===== src/rtl/seq_multiplier.sv =====
// seq_multiplier: 32x32 unsigned shift-and-add multiplier producing a 64-bit product.
// Latency: 33 cycles from the accepting edge (32 busy cycles, then one done cycle).
// Backpressure: none; start is accepted only when busy=0 and ignored while busy.

// adder64: plain 64-bit adder with carry in/out, used for the accumulate step.
module adder64 (
  input  logic [63:0] a,
  input  logic [63:0] b,
  input  logic        carryIn,
  output logic [63:0] sum,
  output logic        carryOut
);

  logic [64:0] total;

  assign total    = {1'b0, a} + {1'b0, b} + {64'b0, carryIn};
  assign sum      = total[63:0];
  assign carryOut = total[64];

endmodule

module seq_multiplier (
  input  logic        clk,
  input  logic        rstN,
  input  logic        start,
  input  logic [31:0] multiplicand,
  input  logic [31:0] multiplier,
  output logic [63:0] product,
  output logic        busy,
  output logic        done
);

  typedef enum logic [1:0] {
    IDLE = 2'd0,
    RUN  = 2'd1,
    DONE = 2'd2
  } state_e;

  state_e      state_q, state_d;
  logic [63:0] mcand_q, mcand_d;
  logic [31:0] mplier_q, mplier_d;
  logic [63:0] acc_q, acc_d;
  logic [5:0]  count_q, count_d;
  logic [63:0] product_q, product_d;

  logic [63:0] add_sum;
  logic        add_carry_unused;
  logic [63:0] acc_step;

  // A 32-bit multiplicand shifted at most 31 places into a 64-bit accumulator
  // can never overflow, so the carry out is left dangling.
  adder64 u_adder (
    .a        (acc_q),
    .b        (mcand_q),
    .carryIn  (1'b0),
    .sum      (add_sum),
    .carryOut (add_carry_unused)
  );

  // Accumulator value after the current partial product is conditionally added.
  assign acc_step = mplier_q[0] ? add_sum : acc_q;

  // Next-state and datapath update: load on accept, one shift-add per RUN cycle.
  always_comb begin
    state_d   = state_q;
    mcand_d   = mcand_q;
    mplier_d  = mplier_q;
    acc_d     = acc_q;
    count_d   = count_q;
    product_d = product_q;

    case (state_q)
      IDLE, DONE: begin
        if (start) begin
          mcand_d  = {32'b0, multiplicand};
          mplier_d = multiplier;
          acc_d    = 64'b0;
          count_d  = 6'd0;
          state_d  = RUN;
        end else begin
          state_d  = IDLE;
        end
      end
      RUN: begin
        acc_d    = acc_step;
        mcand_d  = {mcand_q[62:0], 1'b0};
        mplier_d = {1'b0, mplier_q[31:1]};
        count_d  = count_q + 6'd1;
        // The last step's sum goes straight into the product register so the
        // result is visible in the DONE cycle itself.
        if (count_q == 6'd31) begin
          product_d = acc_step;
          state_d   = DONE;
        end
      end
      default: begin
        state_d = IDLE;
      end
    endcase
  end

  // State and datapath registers; reset clears everything including the product.
  always_ff @(posedge clk or negedge rstN) begin
    if (!rstN) begin
      state_q   <= IDLE;
      mcand_q   <= 64'b0;
      mplier_q  <= 32'b0;
      acc_q     <= 64'b0;
      count_q   <= 6'd0;
      product_q <= 64'b0;
    end else begin
      state_q   <= state_d;
      mcand_q   <= mcand_d;
      mplier_q  <= mplier_d;
      acc_q     <= acc_d;
      count_q   <= count_d;
      product_q <= product_d;
    end
  end

  assign product = product_q;
  assign busy    = (state_q == RUN);
  assign done    = (state_q == DONE);

endmodule


===== config.mk =====
export PLATFORM = sky130hd
export DESIGN_NAME = seq_multiplier
export DESIGN_NICKNAME = d
export VERILOG_FILES = /design/src/rtl/seq_multiplier.sv
export SDC_FILE = /design/constraint.sdc
export NUM_CORES = 1
export LEC_CHECK = 0
export CAP_MARGIN = 20
export CORE_MARGIN = 1.5
export CORE_UTILIZATION = 54
export DETAILED_ROUTE_END_ITERATION = 10
export GPL_ROUTABILITY_DRIVEN = 0
export PLACE_DENSITY_LB_ADDON = 0.08
export SLEW_MARGIN = 20
export SYNTH_ARGS = -nofsm -noshare
export SYNTH_HDL_FRONTEND = slang
export SYNTH_SLANG_ARGS = --single-unit
export TNS_END_PERCENT = 100

===== constraint.sdc =====
create_clock -name clk -period 3.37 [get_ports clk]
set_input_delay 0.5055 -clock clk [delete_from_list [all_inputs] [get_ports clk]]
set_output_delay 0.5055 -clock clk [all_outputs]
set_load 0.005 [all_outputs]

==> run_results.csv <==
group,metric,value,unit
die,die_y,159,um
grt,antenna_found_initial,0,
sta,relSlewSlack,41.2,%
sta,finalCritPeriodShare,97.2,%
pwr,p_comb_share,50.9,%
status,status,"finished with violations",
grt,grt_overflow,0,
synth,synth_nets,1585,
detailed_routing,finalWirelength,35200,um
synth,synth-compound-area-share,24.3,%
setup_path,reg2reg_slack,0.1,ns
status,violations,"hold timing",
sta,drv_slew,0,
place,dp_cells,1854,
worst_hold_path,worstHoldPathType,"input port to async pin",
setup_path,critPathCapture,"product[49]",
sta,worst_clock_skew,0.0151,ns
detailed_routing,first_iter_violations,781,
cells_and_area,diodes,0,
clock_tree,cts_root_buf,"clkbuf_16",
setup_path,rr_startpoint,"acc_q[36]",
cells_and_area,syn_to_final_growth,21.9,%
pwr,cellPowerDensity,1000,nW/um^2
cells_and_area,num-fill-cells,1974,
pwr,power.internal,9.50,mW
synth,synth.most_common_cell,"nand2_1",
clock_tree,clk_path_buf_depth,3,
synth,yosysTopAreaCellShare,44.0,%
clock_tree,numCtsBuffers,26,
detailed_routing,vias,11455,
clock_tree,clkTransAtPathRegs,0.06,ns
synth,synth-xor-area-share,3.92,%
detailed_routing,drcViolationCount,0,
sta,hold_viol,30,
pwr,clkPwrFrac,19.7,%
clock_tree,cts_tree,"built",
grt,grt_pass1_wl,58300,um
setup_path,cp-startpoint,"acc_q[36]",
synth,ys_ff_latch,232,
sta,tightestPinTransition,0.879,ns
pwr,ir_drop,0.441,mV
detailed_routing,routedWlPerCell,18.5,um
pwr,swShare,40.9,%
die,dieArea,25400,sq um
synth,yosys-top-cells-count,"nand2_1 (254), dfrtp_1 (232), o21ai_0 (113)",
sta,whs,-0.0525,ns
place,place_ws,-0.00226,ns
synth,ys_seq_area_share,44.0,%
setup_path,critPathLaunchType,"register",
clock_tree,holdBufCountCts,0,
setup_path,timing.rr.end,"product[49]",
synth,synth_area_leaders,"dfrtp_1 (44%), nand2_1 (7.2%), ha_1 (6.1%)",
setup_path,arrival,3.70,ns
synth,synth_top_cell_by_area,"dfrtp_1",
synth,ys_warn_count,0,
place,place_area,14900,sq um
grt,grt_pass1_vias,11368,
cells_and_area,fin_nets,1699,
grt,track_usage,27.9,%
clock_tree,h-tree-depth,1,
sta,setup_viol,0,
synth,synth_area_per_cell,9.07,sq um
die,rows,56,
setup_path,required,3.80,ns
place,post-dp-hpwl,24200,um
synth,synth-edff-count,0,
pwr,pwr-share-seq,29.4,%
place,port_buffers,132,
synth,synthAdderAreaFrac,6.23,%
synth,synthesis.area,13200,sq um
synth,muxShareOfSynthArea,2.48,%
setup_path,critPathKind,"register to register",
synth,async_reset_ff_share,100,%
sta,fmax,305,MHz
clock_tree,clock_latency,0.54,ns
flow_run,drv_cap,0,
setup_path,crit_path_max_fanout,7,
die,start_util,55.7,%
synth,synth.distinct_cells,73,
detailed_routing,vias_per_cell,6.01,
sta,setup_slack,0.0960,ns
die,io_pins,133,
synth,synth_simple_gate_area_share,15.4,%
setup_path,ff2ff_path_depth,9,
cells_and_area,drive_gt1_share,9.08,%
detailed_routing,postRouteAntennaNets,0,
clock_tree,clock_sinks,232,
setup_path,endpoint_kind,"register",
die,die_x,159,um
grt,grt_max_degree,89,
die,core,23700,sq um
cells_and_area,layoutNonFillerInstCount,1905,
synth,synth_top_family_by_area,"compound AO/OA/AOI/OAI gates",
pwr,leakagePower,7.32,nW
sta,period_needed,3.27,ns
synth,synth_cells,1453,
detailed_routing,first_pass_iters,5,
pwr,netSwitchingPower,6.58,mW
pwr,total_power,16.1,mW
cells_and_area,finalInstanceArea,16100,sq um
synth,synth_flop_cell,"dfrtp_1",
==> critical path, stage by stage, from the launching register on <==
cell	delay, ns
dfrtp_1	0.40
ha_2	0.42
nand4_2	0.14
or3_1	0.42
or4_1	0.52
o31a_1	0.38
o31a_4	0.33
xor2_1	0.18
o21ai_1	0.08
mux2_2	0.29
==> power groups by stage <==
| stage | Combinational, mW | Clock [mW] | Sequential, mW |
|---|---|---|---|
| after detailed placement | 7.81 | 0 | 4.76 |
| final | 8.19 | 3.16 | 4.74 |
| after global placement | 7.67 | 0 | 4.73 |
| after floorplan | 5.31 | 0 | 4.55 |
| after CTS | 7.88 | 3.21 | 4.73 |
| after global routing | 9.05 | 3.32 | 4.89 |
==> how the worst min path moves through the flow <==
stage                             from      endpoint
after floorplan                   rstN      acc_q[0]
final                             rstN   product[24]
after detailed placement  mplier_q[17]  mplier_q[17]
after global placement    mplier_q[14]  mplier_q[14]
after CTS                         rstN     acc_q[33]
after global routing              rstN   product[24]
==> final cells by class <==
class | instances | area [sq um] | share of cell area, %
multi-input cells | 1097 | 7060 | 44.0
flip-flops and latches | 232 | 5810 | 36.1
repair buffers | 181 | 1730 | 10.8
clock buffers | 36 | 738 | 4.59
well taps | 319 | 399 | 2.48
clock inverters | 11 | 220 | 1.37
inverters | 29 | 110 | 0.685
==> registers in the layout (all words and copies together), names as in the netlist <==
| register | flops |
|---|---|
| product | 64 |
| mplier_q | 32 |
| acc_q | 64 |
| count_q | 6 |
| mcand_q | 64 |
| state_q | 2 |
==> metrics by stage <==
stage,TNS [ns],hold slack [ns],utilization (%)
final,0,-0.0525,67.9
after global routing,-0.0644,0.0339,67.9
after CTS,0,0.00902,67.2
after detailed placement,-0.00226,0.463,63.1
after global placement,0,0.459,63.1
after floorplan,0,0.210,-
==> layer usage <==
layer	GRT usage (%)	routed length [um]	vias to the layer above	part of all wire, %
met3	5.18	2390	85	6.8
met5	0	0	-	0
li1	-	-	5478	-
met4	10.8	1190	0	3.4
met2	43.5	15900	381	45
met1	38.7	15700	5511	45
==> cells in the final DEF (no fill, tap or decap), types with 12 or more instances in the layout <==
cell type | synthesis | final
ha_1 | 64 | 59
nor3_1 | 15 | 14
mux2i_1 | 27 | 27
nand4_1 | 24 | 24
dfrtp_1 | 232 | 231
a21oi_1 | 93 | 90
clkdlybuf4s50_1 | 0 | 131
xor2_1 | 21 | 21
clkbuf_16 | 0 | 26
nand2_1 | 254 | 252
o21ai_0 | 113 | 110
inv_1 | 28 | 26
a22oi_1 | 60 | 60
buf_4 | 1 | 46
xnor2_1 | 38 | 38
a21o_1 | 40 | 40
o21a_1 | 22 | 22
o211ai_1 | 12 | 12
a31oi_1 | 13 | 13
nor2_1 | 70 | 68
a22o_1 | 46 | 46
nand3_1 | 49 | 49
==> kinds of logic after synthesis <==
group                      after synthesis
AOI/OAI and AO/OA                      479
DFF                                    232
xor gates and xnor gates                59
buffers and inverters                  124
and+or+nand+nor                        462
muxes                                   32
adders and majority gates               65
==> what timing repair did <==
item                                    4_1_cts  5_1_grt
endpoints found under the setup margin        3       38
setup buffers                                 1        3
pin swaps                                     1        7
gates resized for setup                       2       32
No activity file was read; power rests on OpenSTA's default activity.
